[src/rtl/nto1_mbit_arb_mux_if.sv]
// ============================================================================
// Module   : nto1_mbit_arb_mux_if
// Brief    : Handshake bundle for the N-to-1 arbitrated stream multiplexer.
// Revision : 1.0 - initial release
// ============================================================================
`default_nettype none

interface nto1_mbit_arb_mux_if #(
    parameter int N = 16,
    parameter int M = 32
);
    localparam int c_CW = $clog2(N);

    logic [N*M-1:0]  in_data;
    logic [N-1:0]    in_valid;
    logic [N-1:0]    in_last;
    logic [N-1:0]    in_ready;
    logic [M-1:0]    out_data;
    logic            out_valid;
    logic            out_last;
    logic [c_CW-1:0] out_chan;
    logic            out_ready;
    logic            locked;

    modport master (
        output in_data, in_valid, in_last, out_ready,
        input  in_ready, out_data, out_valid, out_last, out_chan, locked
    );

    modport slave (
        input  in_data, in_valid, in_last, out_ready,
        output in_ready, out_data, out_valid, out_last, out_chan, locked
    );
endinterface

`default_nettype wire

[src/rtl/nto1_mbit_arb_mux.sv]
// ============================================================================
// Module   : nto1_mbit_arb_mux
// Brief    : N-to-1 M-bit stream mux with internal RR/fixed-priority arbiter,
//            optional packet lock, and one registered output stage.
// Revision : 1.0 - initial release
// ============================================================================
`default_nettype none

module nto1_mbit_arb_mux #(
    parameter int N            = 16,
    parameter int M            = 32,
    parameter int MODE         = 0,
    parameter int LOCK_ON_LAST = 1
) (
    input  wire logic             clk,
    input  wire logic             rst_n,
    nto1_mbit_arb_mux_if.slave    bus
);
    localparam int               c_CW     = $clog2(N);
    localparam logic [c_CW:0]    c_N_EXT  = (c_CW+1)'(N);
    localparam logic [c_CW-1:0]  c_LAST_CH = c_CW'(N-1);
    localparam logic [0:0]       c_IDLE   = 1'b0;
    localparam logic [0:0]       c_LOCKED = 1'b1;

    logic [0:0]      r_state;
    logic [c_CW-1:0] r_lock_chan;
    logic [c_CW-1:0] r_ptr;
    logic            r_out_valid;
    logic [M-1:0]    r_out_data;
    logic            r_out_last;
    logic [c_CW-1:0] r_out_chan;

    logic [N-1:0]    w_rot;
    logic [c_CW-1:0] w_off;
    logic [c_CW:0]   w_sum;
    logic [c_CW-1:0] w_grant;
    logic            w_grant_valid;
    logic            w_load;
    logic            w_xfer;
    logic [M-1:0]    w_gdata;
    logic            w_glast;
    logic [N-1:0]    w_in_ready;

    assign w_load = !r_out_valid || bus.out_ready;

    // Round-robin: rotate valids so ptr sits at bit 0, take the first set bit,
    // then map the offset back to an absolute channel index.
    always_comb begin
        w_rot = N'({bus.in_valid, bus.in_valid} >> r_ptr);
        w_off = '0;
        for (int k = N-1; k >= 0; k--) begin
            if (w_rot[k]) w_off = c_CW'(k);
        end
        w_sum = {1'b0, r_ptr} + {1'b0, w_off};
        if (w_sum >= c_N_EXT) w_sum = w_sum - c_N_EXT;
    end

    always_comb begin
        w_grant       = '0;
        w_grant_valid = 1'b0;
        if (r_state == c_LOCKED) begin
            w_grant       = r_lock_chan;
            w_grant_valid = bus.in_valid[r_lock_chan];
        end else if (MODE == 1) begin
            for (int i = N-1; i >= 0; i--) begin
                if (bus.in_valid[i]) w_grant = c_CW'(i);
            end
            w_grant_valid = |bus.in_valid;
        end else begin
            w_grant       = w_sum[c_CW-1:0];
            w_grant_valid = |bus.in_valid;
        end
    end

    assign w_xfer  = rst_n && w_load && w_grant_valid;
    assign w_glast = bus.in_last[w_grant];

    always_comb begin
        w_gdata    = '0;
        w_in_ready = '0;
        for (int i = 0; i < N; i++) begin
            if (w_grant == c_CW'(i)) begin
                w_gdata       = bus.in_data[i*M +: M];
                w_in_ready[i] = w_xfer;
            end
        end
    end

    always_ff @(posedge clk) begin
        if (!rst_n) begin
            r_out_valid <= 1'b0;
            r_out_data  <= '0;
            r_out_last  <= 1'b0;
            r_out_chan  <= '0;
            r_state     <= c_IDLE;
            r_lock_chan <= '0;
            r_ptr       <= '0;
        end else begin
            if (w_xfer) begin
                r_out_valid <= 1'b1;
                r_out_data  <= w_gdata;
                r_out_last  <= w_glast;
                r_out_chan  <= w_grant;
            end else if (bus.out_ready) begin
                r_out_valid <= 1'b0;
            end

            if (w_xfer && LOCK_ON_LAST != 0) begin
                if (r_state == c_IDLE) begin
                    if (!w_glast) begin
                        r_state     <= c_LOCKED;
                        r_lock_chan <= w_grant;
                    end
                end else if (w_glast) begin
                    r_state <= c_IDLE;
                end
            end

            // Pointer only advances when arbitration actually ends.
            if (w_xfer && (w_glast || LOCK_ON_LAST == 0)) begin
                if (w_grant == c_LAST_CH) r_ptr <= '0;
                else                      r_ptr <= w_grant + 1'b1;
            end
        end
    end

    assign bus.in_ready  = w_in_ready;
    assign bus.out_valid = r_out_valid;
    assign bus.out_data  = r_out_data;
    assign bus.out_last  = r_out_last;
    assign bus.out_chan  = r_out_chan;
    assign bus.locked    = (r_state == c_LOCKED);

endmodule

`default_nettype wire

[src/flat_wrapper.sv]
// flat-port wrapper written by rule: the top's interface ports become plain ports
module nto1_mbit_arb_mux_flat 
#(
    parameter int N            = 16,
    parameter int M            = 32,
    parameter int MODE         = 0,
    parameter int LOCK_ON_LAST = 1
)
  (clk, rst_n, bus_in_data, bus_in_valid, bus_in_last, bus_out_ready, bus_in_ready, bus_out_data, bus_out_valid, bus_out_last, bus_out_chan, bus_locked);
  nto1_mbit_arb_mux_if #(.N(N), .M(M)) bus_i ();
  input  wire logic clk;
  input  wire logic rst_n;
  input wire logic [$bits(bus_i.in_data)-1:0] bus_in_data;
  input wire logic [$bits(bus_i.in_valid)-1:0] bus_in_valid;
  input wire logic [$bits(bus_i.in_last)-1:0] bus_in_last;
  input wire logic [$bits(bus_i.out_ready)-1:0] bus_out_ready;
  output wire logic [$bits(bus_i.in_ready)-1:0] bus_in_ready;
  output wire logic [$bits(bus_i.out_data)-1:0] bus_out_data;
  output wire logic [$bits(bus_i.out_valid)-1:0] bus_out_valid;
  output wire logic [$bits(bus_i.out_last)-1:0] bus_out_last;
  output wire logic [$bits(bus_i.out_chan)-1:0] bus_out_chan;
  output wire logic [$bits(bus_i.locked)-1:0] bus_locked;
  assign bus_i.in_data = bus_in_data;
  assign bus_i.in_valid = bus_in_valid;
  assign bus_i.in_last = bus_in_last;
  assign bus_i.out_ready = bus_out_ready;
  assign bus_in_ready = bus_i.in_ready;
  assign bus_out_data = bus_i.out_data;
  assign bus_out_valid = bus_i.out_valid;
  assign bus_out_last = bus_i.out_last;
  assign bus_out_chan = bus_i.out_chan;
  assign bus_locked = bus_i.locked;
  nto1_mbit_arb_mux #(.N(N), .M(M), .MODE(MODE), .LOCK_ON_LAST(LOCK_ON_LAST)) u_core (.clk(clk), .rst_n(rst_n), .bus(bus_i));
endmodule
[config.mk]
export PLATFORM = sky130hd
export DESIGN_NAME = nto1_mbit_arb_mux_flat
export DESIGN_NICKNAME = d
export VERILOG_FILES = /design/src/rtl/nto1_mbit_arb_mux_if.sv /design/src/rtl/nto1_mbit_arb_mux.sv /design/src/flat_wrapper.sv
export SDC_FILE = /design/constraint.sdc
export NUM_CORES = 1
export LEC_CHECK = 0
export CAP_MARGIN = 20
export CORE_AREA = 5 5 228 230
export CTS_BUF_LIST = sky130_fd_sc_hd__clkbuf_4 sky130_fd_sc_hd__clkbuf_8
export CTS_CLUSTER_DIAMETER = 80
export DETAILED_ROUTE_END_ITERATION = 8
export DIE_AREA = 0 0 233 235
export PLACE_DENSITY = 0.54
export SLEW_MARGIN = 20
export SYNTH_ARGS = -nofsm -noshare
export SYNTH_HDL_FRONTEND = slang
export SYNTH_SLANG_ARGS = --single-unit
[constraint.sdc]
create_clock -name clk -period 9.2 [get_ports clk]
set_input_delay 1.84 -clock clk [delete_from_list [all_inputs] [get_ports clk]]
set_output_delay 1.84 -clock clk [all_outputs]
set_load 0.05 [all_outputs]
==> results of run 1 <==
[cell families after synthesis]
group           Yosys count  synth area share [%]
mux                      76                  12.9
simple gates            462                  25.4
xor+xnor                  3                 0.320
flops                    47                  11.5
buf+inv                 149                  7.32
fa+ha+maj                 8                  1.31
compound gates          513                  41.3
[metrics by stage]
stage	util, %	total power (uW)	hold slack (ps)	cells
4_1_cts	30.7	5820	483	2470
6_report	30.8	5810	484	2480
5_1_grt	30.8	6280	521	2480
2_1_floorplan	-	3320	452	1258
3_3_place_gp	30.5	5640	458	2462
3_5_place_dp	30.5	5660	461	2462
[critical path, cell delays in order]
cell and delay, ps:
sky130_fd_sc_hd__clkdlybuf4s50_1 590, sky130_fd_sc_hd__mux4_2 600, sky130_fd_sc_hd__mux4_2 500, sky130_fd_sc_hd__a2111oi_0 390
sky130_fd_sc_hd__a211o_1 180, sky130_fd_sc_hd__a21oi_1 90, sky130_fd_sc_hd__o21a_1 180, sky130_fd_sc_hd__o41ai_1 260
sky130_fd_sc_hd__a21o_1 140, sky130_fd_sc_hd__ha_1 190, sky130_fd_sc_hd__a21o_1 130, sky130_fd_sc_hd__a21oi_1 70
sky130_fd_sc_hd__xnor2_1 180, sky130_fd_sc_hd__a2111oi_4 500, sky130_fd_sc_hd__o41ai_4 100, sky130_fd_sc_hd__buf_4 260
sky130_fd_sc_hd__nor3_1 470, sky130_fd_sc_hd__buf_4 300
[registers in the layout, indices dropped and copies added, names as in the netlist]
name and cells:
u_core.bus.out_data 32, u_core.bus.out_chan 4, u_core.r_lock_chan 4, u_core.r_ptr 4, u_core.bus.locked 1, u_core.bus.out_last 1
u_core.bus.out_valid 1
[power groups by stage]
stage,combinational (uW),clock [uW],sequential [uW]
after detailed placement,5290,0,375
after global routing,5730,162,383
after global placement,5260,0,371
final,5290,147,370
after CTS,5300,157,370
after floorplan,2700,0,614
[placed cells by master, fill, tap and decap left out, types with 25 or more instances in the layout]
cell type / netlist / final
sky130_fd_sc_hd__a31oi_1: 53 / 53
sky130_fd_sc_hd__a22oi_1: 91 / 91
sky130_fd_sc_hd__clkdlybuf4s50_1: 0 / 584
sky130_fd_sc_hd__o21ai_0: 90 / 89
sky130_fd_sc_hd__buf_4: 3 / 65
sky130_fd_sc_hd__nand2_1: 164 / 164
sky130_fd_sc_hd__a21oi_1: 118 / 117
sky130_fd_sc_hd__and3_1: 32 / 32
sky130_fd_sc_hd__nor2_1: 136 / 132
sky130_fd_sc_hd__nor3_1: 60 / 58
sky130_fd_sc_hd__mux2_2: 36 / 36
sky130_fd_sc_hd__a211oi_1: 42 / 42
sky130_fd_sc_hd__dfxtp_1: 47 / 47
sky130_fd_sc_hd__o221ai_1: 25 / 25
[per-layer routing]
metal	up-vias	global-route usage, %	routed length [um]
li1	5871	-	-
met1	6024	29.8	28200
met2	560	34.6	29000
met3	58	4.61	4650
met4	10	4.64	1030
met5	-	0	80
[timing repair]
action	in CTS	in global routing
hold buffers	0	0
resized for setup	0	4
endpoints found under the setup margin	0	7
[worst paths after layout]
kind | start | slack, ps | end | cells past startpoint
setup / recovery | bus_in_valid[2] | 360 | bus_in_ready[10] | 18
setup reg to reg | u_core.r_ptr[1] | 2030 | u_core.bus.out_data[5] | 22
hold / removal | u_core.bus.out_chan[3] | 480 | u_core.bus.out_chan[3] | 2
hold reg to reg | u_core.bus.out_chan[3] | 480 | u_core.bus.out_chan[3] | 2
[layout make-up]
| class | count | share of cell area, % |
|---|---|---|
| well taps | 672 | 5.50 |
| multi-input cells | 1062 | 44.3 |
| diodes | 10 | 0.164 |
| inverters | 21 | 0.516 |
| clock buffers | 6 | 0.499 |
| flip-flops and latches | 47 | 6.15 |
| clock inverters | 2 | 0.0818 |
| repair buffers | 660 | 42.8 |
==> results list, run 1 <==
* Net count after synthesis: 1813
* Number of iterations in the first detailed-routing pass: 5
- Once detail routing completed, the nets flagged for antenna violations numbered 0.
- Worst min-delay path category: reg2reg
- The average instance in the mapped netlist occupies 6.52 um2.
- Entering global routing, the biggest net connects between 100 and 150 pins.
- Relative area change from synthesis to final layout: 86.4%
* Total number of vias: around 13000
* Peak supply drop: ~0.31 mV
- The number of antenna violations at the first check in global routing came to 23.
- CP Data Arrival Time: roughly 7000 ps
- Nature of the critical path startpoint: input pin
* Placed Instance Area: about 15000 um2
- The Yosys step of the flow raised 0 warnings.
- Of all cell types, the one taking the most synthesized area is sky130_fd_sc_hd__dfxtp_1.
- After global routing the overflow that remains totals 0.
- Critical path start-end classification: in2out
- Per report_power, the combinational group accounts for between 90% and 100% of the total.
- Result of the run: finished, final reports clean
- The later pin in the worst-skew pair is clocked with a latency of roughly 330 ps.
- The smallest clock period supported by the final layout is computed as about 9000 ps.
* Endpoints failing hold: 0
* Setup repair after global routing missed its margin: no
- WP data required: around 7400 ps
- The floorplan step defined a die boundary enclosing 54800 um2.
* Y dimension of the die: 235 um
* Rel. slew slack: between 20 and 25%
- Dividing total power by cell area gives a power density of roughly 380 nW/um2.
- Global routing consumed, over all layers together, 21.6% of the routing resources.
- Buffers inserted during clock tree synthesis total 5.
* TritonCTS clock tree: built
- Top cell types by occurrence after synthesis: sky130_fd_sc_hd__nand2_1 (164), sky130_fd_sc_hd__nor2_1 (136), sky130_fd_sc_hd__a21oi_1 (118)
* Layout fillers: between 5000 and 6000
- Distinct cells, synth: 67
- Count of buffers from port buffering: 601
* Flip-flop and latch count after synthesis: 47
* Post-CTS setup buffer count: 0
- Sum of negative setup slack: 0 ps
- Routed WL per cell: 25.4 um
- For this run, asynchronously set or reset flops after synthesis account for 0%.
* Sequential cell area fraction in the yosys report: between 10% and 20%
- STA classifies the critical path endpoint as an output port.
- Counting every instance in the synthesized netlist gives between 1000 and 1500.
* Number of top-level pins: roughly 600
- The internal power of the cells totals 2190 uW.
- Worst Setup Slack post-DPL: approximately 110 ps
* Average via count per standard cell: around 5
- Aggregate routed wire length: ~63 mm
- For this block, the initial DRC count from the detailed router was 998.
- Final estimated routing congestion in global placement: 0.907
- Worst clock skew: between 10 and 15 ps
* Max Buffers Root-to-Sink: 2
* Wire length of the first global-routing pass: between 80 and 90 mm
- Detailed placement ended at an HPWL of 51.4 mm.
- Per report_power, the clock group accounts for approximately 2.5% of the total.
* Clock tree root buffer cell: sky130_fd_sc_hd__clkbuf_8
* Post-synth EDFFs: 0
- Flop pwr share: 6.4%
- Starting density of the core: between 10% and 20%
* Vias in the first global route: 12465
- For the pin with the worst max-slew slack, the measured transition is 1120 ps.
* Peak fanout along the critical path: 21
* Number of nets in the finished design: 2352
- Fraction of post-synthesis cell area in the top cell type by area: between 10% and 20%
* Clock transition at the registers of the reported paths: roughly 110 ps
* Clk sink count: 47
- In the routed design, unresolved DRC markers number 0.
* FF/Latch Area: 941 um2
- Setup violations remaining at the end of the flow were counted as 0.
- For this design the total switching power over the nets is 3620 uW.
- Setup slack on the critical path of the routed design comes to about 360 ps.
- Reported max-cap violation count: 0
* Largest cells by area after synthesis: sky130_fd_sc_hd__dfxtp_1 (11%), sky130_fd_sc_hd__a22oi_1 (8.3%), sky130_fd_sc_hd__nand2_1 (7.5%)
- Share of final-layout standard cells stronger than drive strength 1: a little under a tenth
* Final-report max-slew violation count: 0
- The multi-input combinational cells in the finished layout cover a total of 6780 um2.
- For this design the static power due to leakage is between 0.005 and 0.006 uW.
- Width of the die: 233 um
* Core area: 49700 um2
- Net switching is 62.3% of the power.
- Among all flip-flop cells after synthesis, the most frequent one is sky130_fd_sc_hd__dfxtp_1.
- The H-tree generated during clock tree synthesis spans 2 levels.
- Post-route fraction of the period consumed by the critical path: around 96%
- The cell area that synthesis handed to floorplanning was between 8000 and 9000 um2.
* Most common cell in the netlist: sky130_fd_sc_hd__nand2_1
* Final design instance area without fill: ~15000 um2
- Number of core rows: between 80 and 90
- Peak Freq: 113 MHz
Note: power is estimated with default switching activity, not from simulation.
==> inputs of run 2 (changes only) <==
--- a/config.mk
+++ b/config.mk
@@ -5,7 +5,6 @@
 export SDC_FILE = /design/constraint.sdc
 export NUM_CORES = 1
 export LEC_CHECK = 0
-export CAP_MARGIN = 20
 export CORE_AREA = 5 5 228 230
 export CTS_BUF_LIST = sky130_fd_sc_hd__clkbuf_4 sky130_fd_sc_hd__clkbuf_8
 export CTS_CLUSTER_DIAMETER = 80
==> constraint.sdc (replaced) <==
create_clock -name clk -period 8.5 [get_ports clk]
set_input_delay 1.7 -clock clk [delete_from_list [all_inputs] [get_ports clk]]
set_output_delay 1.7 -clock clk [all_outputs]
set_load 0.05 [all_outputs]
==> results list, run 2 (synthesis gave the netlist of run 1 again) <==
- Number of nets with antenna violations after routing: 0 (unchanged)
- The number of maximum-capacitance violations was 0 (unchanged).
- Share of final-layout standard cells stronger than drive strength 1: 10.4% (+0.95 points)
- Clock Latency Late Sink: 350 ps (+20 ps)
- Post-route fraction of the period consumed by the critical path: 98.1%
- The remaining global-route overflow came to 0 (unchanged).
* Clock tree root buffer cell: sky130_fd_sc_hd__clkbuf_8
* Relative area change from synthesis to final layout: 88.5%
- The worst register-to-register path begins at u_core.r_ptr[3].
- The transition time at the pin with the least slew margin came to 1070 ps (-45.6 ps).
- Largest net degree at the start of global routing: 134 (-3.6%)
- Max Buffers Root-to-Sink: 2 (unchanged)
- Switching power total: 3900 uW (+7.7%)
- Internal power contribution: 2420 uW (+10%)
- The logic gate share of total power came to 90.8% (-0.3 points).
- Leading cell type in the layout, fill and taps excluded: sky130_fd_sc_hd__clkdlybuf4s50_1
- Worst hold margin: 488 ps (+3.74 ps)
* Worst min-delay path category: reg2reg
- The overall die area came to 54800 um2 (unchanged).
* Total global routing track utilization: 21.7% (+0.11 points)
* Average via count per standard cell: 5.09 (+0.74%)
- STA classifies the critical path endpoint as an output port.
* Peak supply drop: 0.287 mV (-7.7%)
* Final-report max-slew violation count: 0 (unchanged)
* TritonCTS clock tree: built
- The share of total power in the clock network was 2.7% (+0.2 points).
- STA classifies the critical path startpoint as an input pin.
* Total of hold buffers inserted after clock tree synthesis: 0 (unchanged)
* Width of the die: 233 um (unchanged)
* Number of core rows: 82 (unchanged)
* Worst Setup Slack post-DPL: 38.9 ps (-73.7 ps)
- The power density over the cells was 408 nW/um2 (+7.5%).
- The worst setup path is of the in2out kind.
- The estimated wirelength of the detail-placed design came to 52.0 mm (+1.1%).
- Peak fanout along the critical path: 7 (-67%)
- Remaining routing DRC violations: 0 (unchanged)
- Wire length of the first global-routing pass: 89.3 mm (+0.83%)
* Register-to-register setup slack: 1650 ps (-380 ps)
* FF/Latch Area: 941 um2 (unchanged)
- The leakage power of the design was 0.00547 uW (+2.2%).
* Minimum clock period after layout: about 8300 ps
- CP Data Arrival Time: 6640 ps (-360 ps)
- The worst path setup slack after routing is 160 ps (-196 ps).
- Starting density of the core: 16.5% (unchanged)
- The worst slew margin relative to its limit came to 28.1% (+3.4 points).
- Max H-tree Level: 2 (unchanged)
- The sum of negative setup slack came to 0 ps (unchanged).
- Number of iterations in the first detailed-routing pass: 6 (+1)
* Area used by multi-input combinational logic: 6840 um2 (+0.92%)
- Setup-violating endpoint count in the final report: 0 (unchanged)
- The top cell types in the final layout, fill and taps aside, are sky130_fd_sc_hd__clkdlybuf4s50_1 (580), sky130_fd_sc_hd__nand2_1 (162), sky130_fd_sc_hd__nor2_1 (130).
* Routed WL per cell: 25.3 um (-0.46%)
- The clock transition time at the flip-flop clock pins of the worst setup and hold paths is 120 ps (about the same).
- Result of the run: finished, final reports clean
* Count of buffers from port buffering: 601 (unchanged)
- Endpoints failing hold: 0 (unchanged)
- Number of design-rule violations left by the first detailed-router iteration: 1085 (+8.7%)
- Flip-flop count of the largest register, all copies and words added: 32 (unchanged)
- Setup repair after global routing missed its margin: yes
- The number of global-route vias before repair came to 12697 (+1.9%).
- The portion of total power attributed to sequential cells was 6.5% (about the same).
- The number of nets in the finished design came to 2361 (+0.38%).
- Total number of vias: 12662 (+1.1%)
- The height of the die was 235 um (unchanged).
- Aggregate routed wire length: 62.9 mm (about the same)
- Initial antenna violation count: 14 (-39%)
- Number of top-level pins: 602 (unchanged)
- Net switching fraction of the power: 61.7% (-0.61 points)
* WP data required: 6800 ps (-560 ps)
- In this run the most critical hold path is launched from u_core.bus.out_chan[3].
- Peak Freq: roughly 120 MHz
- Tot Pwr: 6310 uW (+8.7%)
- Core area: 49700 um2 (unchanged)
- Layout fillers: 5507 (+0.68%)
- The most critical setup path has its startpoint at bus_in_valid[12].
* Worst clock skew: 19.4 ps (+5.92 ps)
* Number of buffers created by CTS: 5 (unchanged)
* Clk sink count: 47 (unchanged)
- The final estimated routing congestion in global placement came to 0.895 (-1.3%).
==> run 2: cell types whose count changed in the layout (fill, tap and decap cells not counted), sizes merged <==
cell           change
buf                +9
clkbuf             -1
clkdlybuf4s50      -4
clkinvlp           -1
dlymetal6s2s       +4
inv                +2
==> run 2: per-stage QoR <==
step	area, um2	util, %	instances
finish	15500	31.1	2489
global route	15500	31.1	2487
CTS	15300	30.9	2476
detailed placement	15200	30.7	2468
global placement	15200	30.7	2468
floorplan	8210	-	1258
==> run 2: path summary, 6_finish.rpt <==
check                            end  depth (start not counted)
max                 bus_in_ready[12]                         20
min reg2reg   u_core.bus.out_chan[3]                          2
max reg2reg  u_core.bus.out_data[19]                         23
min           u_core.bus.out_chan[3]                          2
==> run 2: power by group through the flow <==
stage	Clock, uW	Sequential [uW]	Combinational [uW]
after global routing	182	425	6220
after detailed placement	0	414	5680
after CTS	176	408	5690
after global placement	0	411	5670
after floorplan	0	665	2930
final	169	412	5730
==> run 2: layer usage <==
layer | GRT usage, % | wire, um | share of wire (%)
met1 | 30.0 | 28100 | 45
met2 | 34.3 | 28800 | 46
met3 | 5.00 | 4810 | 7.6
met4 | 4.91 | 1210 | 1.9
met5 | 0 | 53 | 0.084
==> run 2: timing repair <==
action,CTS,global route
buffers inserted,0,3
resized for setup,0,17
endpoints found under the setup margin,0,18
==> run 2: layout make-up <==
class	instances	area share (%)
diodes	10	0.162
clock buffers	5	0.445
clock inverters	3	0.146
inverters	21	0.510
multi-input cells	1062	44.2
flip-flops and latches	47	6.09
well taps	672	5.44
repair buffers	669	43.0
==> run 2: worst max-delay path: stages <==
cell	delay [ps]
sky130_fd_sc_hd__clkdlybuf4s50_1	520
sky130_fd_sc_hd__mux4_2	530
sky130_fd_sc_hd__mux2_2	280
sky130_fd_sc_hd__or2_2	320
sky130_fd_sc_hd__nor2b_1	140
sky130_fd_sc_hd__o21ai_0	160
sky130_fd_sc_hd__a21oi_1	100
sky130_fd_sc_hd__o21ai_0	180
sky130_fd_sc_hd__nand4_1	120
sky130_fd_sc_hd__a41oi_1	240
sky130_fd_sc_hd__a21oi_1	110
sky130_fd_sc_hd__ha_1	290
sky130_fd_sc_hd__a21o_1	150
sky130_fd_sc_hd__a21oi_1	240
sky130_fd_sc_hd__xnor2_2	140
sky130_fd_sc_hd__a2111oi_4	460
sky130_fd_sc_hd__o41a_1	410
sky130_fd_sc_hd__nand2_1	130
sky130_fd_sc_hd__nor2_1	230
sky130_fd_sc_hd__buf_12	170
==> inputs of run 3 (changes only) <==
--- a/config.mk
+++ b/config.mk
@@ -5,12 +5,15 @@
 export SDC_FILE = /design/constraint.sdc
 export NUM_CORES = 1
 export LEC_CHECK = 0
-export CORE_AREA = 5 5 228 230
+export CELL_PAD_IN_SITES_DETAIL_PLACEMENT = 0
+export CELL_PAD_IN_SITES_GLOBAL_PLACEMENT = 1
+export CORE_AREA = 5 5 232 234
 export CTS_BUF_LIST = sky130_fd_sc_hd__clkbuf_4 sky130_fd_sc_hd__clkbuf_8
 export CTS_CLUSTER_DIAMETER = 80
 export DETAILED_ROUTE_END_ITERATION = 8
-export DIE_AREA = 0 0 233 235
-export PLACE_DENSITY = 0.54
+export DIE_AREA = 0 0 237 239
+export GPL_TIMING_DRIVEN = 0
+export PLACE_DENSITY = 0.73
 export SLEW_MARGIN = 20
 export SYNTH_ARGS = -nofsm -noshare
 export SYNTH_HDL_FRONTEND = slang
==> results list, run 3 (synthesis gave the netlist of run 1 again) <==
- Initial antenna violation count: 21 (+7)
* Number of cells in the finished layout apart from fillers: 2574 (+3.4%)
- CP Data Arrival Time: 6820 ps (+180 ps)
- The overall die area is 56600 um2 (+3.4%).
- Final Util: 30.0% (-1.1 points)
- Residual overflow from global routing: 0 (unchanged)
- The largest net degree at the start of global routing came to 20 (-85%).
- Number of buffers created by CTS: 5 (unchanged)
* Max H-tree Level: 2 (unchanged)
* Buffering stage count on the worst path with inverters included: 7 (+5)
- Clock transition at the registers of the reported paths: 100 ps (-20 ps)
- Dominant delay contributor by cell family on the critical path: buffers and inverters
- The worst setup path is captured at an output port.
- Max Buffers Root-to-Sink: 2 (unchanged)
- Peak supply drop: 0.254 mV (-12%)
- The run finished, with violations left.
- TritonCTS built the clock tree.
* Minimum clock period after layout: 8520 ps (+181 ps)
- Total number of vias: 13223 (+4.4%)
- The first-pass iteration count of the detailed router was 5 (-1).
- Sum of negative setup slack: -21.1 ps (-21.1 ps)
- The layout cell share with drive strength beyond 1 was 9.48% (-0.93 points).
* Vias in the first global route: 13474 (+6.1%)
- Slew at the pin with the worst max-slew slack: 1300 ps (+225 ps)
- The total number of placement rows is 84 (+2.4%).
* Peak fanout along the critical path: 10 (+3)
- Clock Latency Late Sink: 340 ps (about the same)
- Slowest library cell on the worst path: sky130_fd_sc_hd__mux4_2
* Worst hold margin: 487 ps (-0.240 ps)
* Clock tree root buffer cell: sky130_fd_sc_hd__clkbuf_8
* Post-route fraction of the period consumed by the critical path: 100% (+2.1 points)
- The core area is 51800 um2 (+4.3%).
- Violated checks: negative setup slack
- The height of the die is 239 um (+1.7%).
- The count of pins on the block boundary came to 602 (unchanged).
- The number of placed cells counting well taps was 2548 (+3.2%).
- The count of clock tree sinks came to 47 (unchanged).
- The worst setup path is of the in2out kind.
* Number of nets with antenna violations after routing: 0 (unchanged)
- Setup-violating endpoint count in the final report: 1 (+1)
- Setup repair after global routing missed its margin: yes
- Placed Instance Area: 15100 um2 (-0.97%)
- The path class of the tightest hold or removal check is reg2reg.
* Width of the die: 237 um (+1.7%)
- Starting density of the core: 15.8% (-0.69 points)
- The DRC marker count from the first detailed-route iteration was 1064 (-1.9%).
- The max-slew violation count was 0 (unchanged).
- The required time of the critical path was 6800 ps (about the same).
* Wire length of the first global-routing pass: 101 mm (+13%)
- Number of nets in the finished design: 2432 (+3.0%)
- The routed wire length per instance is 28.6 um (+13%).
- Endpoints failing hold: 0 (unchanged)
- Final design instance area without fill: 15600 um2 (+0.62%)
* Average via count per standard cell: 5.14 (+0.98%)
- The worst setup path is launched from an input pin.
- Static Leakage: 0.00546 uW (about the same)
- Top library cells by usage in the layout, fill and taps aside: sky130_fd_sc_hd__clkdlybuf4s50_1 (570), sky130_fd_sc_hd__nand2_1 (159), sky130_fd_sc_hd__nor2_1 (131)
- Delay of the slowest cell on the worst path: 530 ps (about the same)
* Detailed-placement wirelength estimate: 63.2 mm (+22%)
* Aggregate routed wire length: 73.5 mm (+17%)
- Count of buffers from port buffering: 601 (unchanged)
- Minimum setup slack in the final design: -21.1 ps (-181 ps)
- Reported max-cap violation count: 0 (unchanged)
* Rel. slew slack: 12.6% (-16 points)
- The DRC violation count after routing was 0 (unchanged).
- Traced cell by cell, the critical path runs through clkdlybuf4s50_1 > mux4_2 > mux4_2 > o31ai_2 > a211o_1 > a21oi_1 > o21a_1 > o41ai_1 > a21o_1 > ha_1 > fa_1 > mux2i_4 > clkbuf_8 > inv_1 > ha_4 > clkbuf_8 > clkbuf_4 > clkbuf_4 > and3_1 > buf_4.
- The achievable frequency was 117 MHz (-2.1%).
* Final estimated routing congestion in global placement: 0.941 (+5.0%)
* Flip-flop count of the largest register, all copies and words added: 32 (unchanged)
* Leading cell type in the layout, fill and taps excluded: sky130_fd_sc_hd__clkdlybuf4s50_1
* Layout fillers: 5682 (+3.2%)
- The overall routing resource usage came to 24.2% (+2.6 points).
- PD cells: 424 nW/um2 (+3.8%)
- Worst clock skew: 4.93 ps (-14.4 ps)
- Relative area change from synthesis to final layout: 89.7%
[run 3: cell count changes in the layout (fill, tap and decap cells not counted), sizes merged]
cell / previous run / this run
clkbuf: 5 / 95
buf: 85 / 64
dlygate4sd2: 0 / 14
clkdlybuf4s50: 580 / 570
dlymetal6s2s: 4 / 1
inv: 22 / 19
clkdlybuf4s15: 0 / 2
clkinvlp: 0 / 2
diode: 10 / 8
[run 3: worst paths after layout]
check / from / end / slack, ps / depth (start not counted)
hold / removal: u_core.bus.out_chan[3] / u_core.bus.out_chan[3] / 490 / 2
hold reg to reg: u_core.bus.out_chan[3] / u_core.bus.out_chan[3] / 490 / 2
setup / recovery: bus_in_valid[7] / bus_in_ready[2] / -20 / 20
setup reg to reg: u_core.r_ptr[3] / u_core.bus.out_data[22] / 880 / 24
[run 3: metrics by stage]
| step | power (uW) | worst slack (ps) |
|---|---|---|
| after global placement | 6160 | -2900 |
| final | 6590 | -21.1 |
| after global routing | 7030 | -182 |
| after floorplan | 3590 | -68.9 |
| after detailed placement | 6180 | -2930 |
| after CTS | 6530 | 10.4 |
[run 3: power by group]
part	internal, uW	leakage [uW]	switching (uW)
sequential	319	0.000388	66.9
clock	61.1	0.0000447	95.7
combinational	1920	0.00503	4130
total	2300	0.00546	4290
[run 3: worst reg2reg max path: cells and delay by family (launching register included)]
family | cells | cell delay, ps
and+or+nand+nor | 1 | 90
muxes | 2 | 500
AOI/OAI and AO/OA | 9 | 2880
buffers and inverters | 9 | 2620
DFF | 1 | 330
adders and majority gates | 3 | 1050
[run 3: routing by layer]
layer	up-vias	routed length, um	GRT usage, %
met3	83	5240	5.18
met4	16	1340	4.93
met1	6411	31200	31.5
met2	677	35600	41.7
met5	-	103	0
li1	6036	-	-
[run 3: area by class of cell]
| class | instances | area [um2] | area share (%) |
|---|---|---|---|
| diodes | 8 | 20.0 | 0.129 |
| plain buffers | 121 | 613 | 3.94 |
| clock buffers | 6 | 76.3 | 0.491 |
| clock inverters | 2 | 12.5 | 0.0804 |
| inverters | 21 | 82.6 | 0.531 |
| multi-input cells | 1062 | 6830 | 43.9 |
| flip-flops and latches | 47 | 941 | 6.05 |
| well taps | 688 | 861 | 5.53 |
| repair buffers | 619 | 6120 | 39.3 |
[run 3: what timing repair did]
action,4_1_cts,5_1_grt
buffers inserted,12,5
gates resized for setup,179,30
setup endpoints to repair,48,38
gates cloned,0,0
hold buffers,0,0
pin swaps,4,4
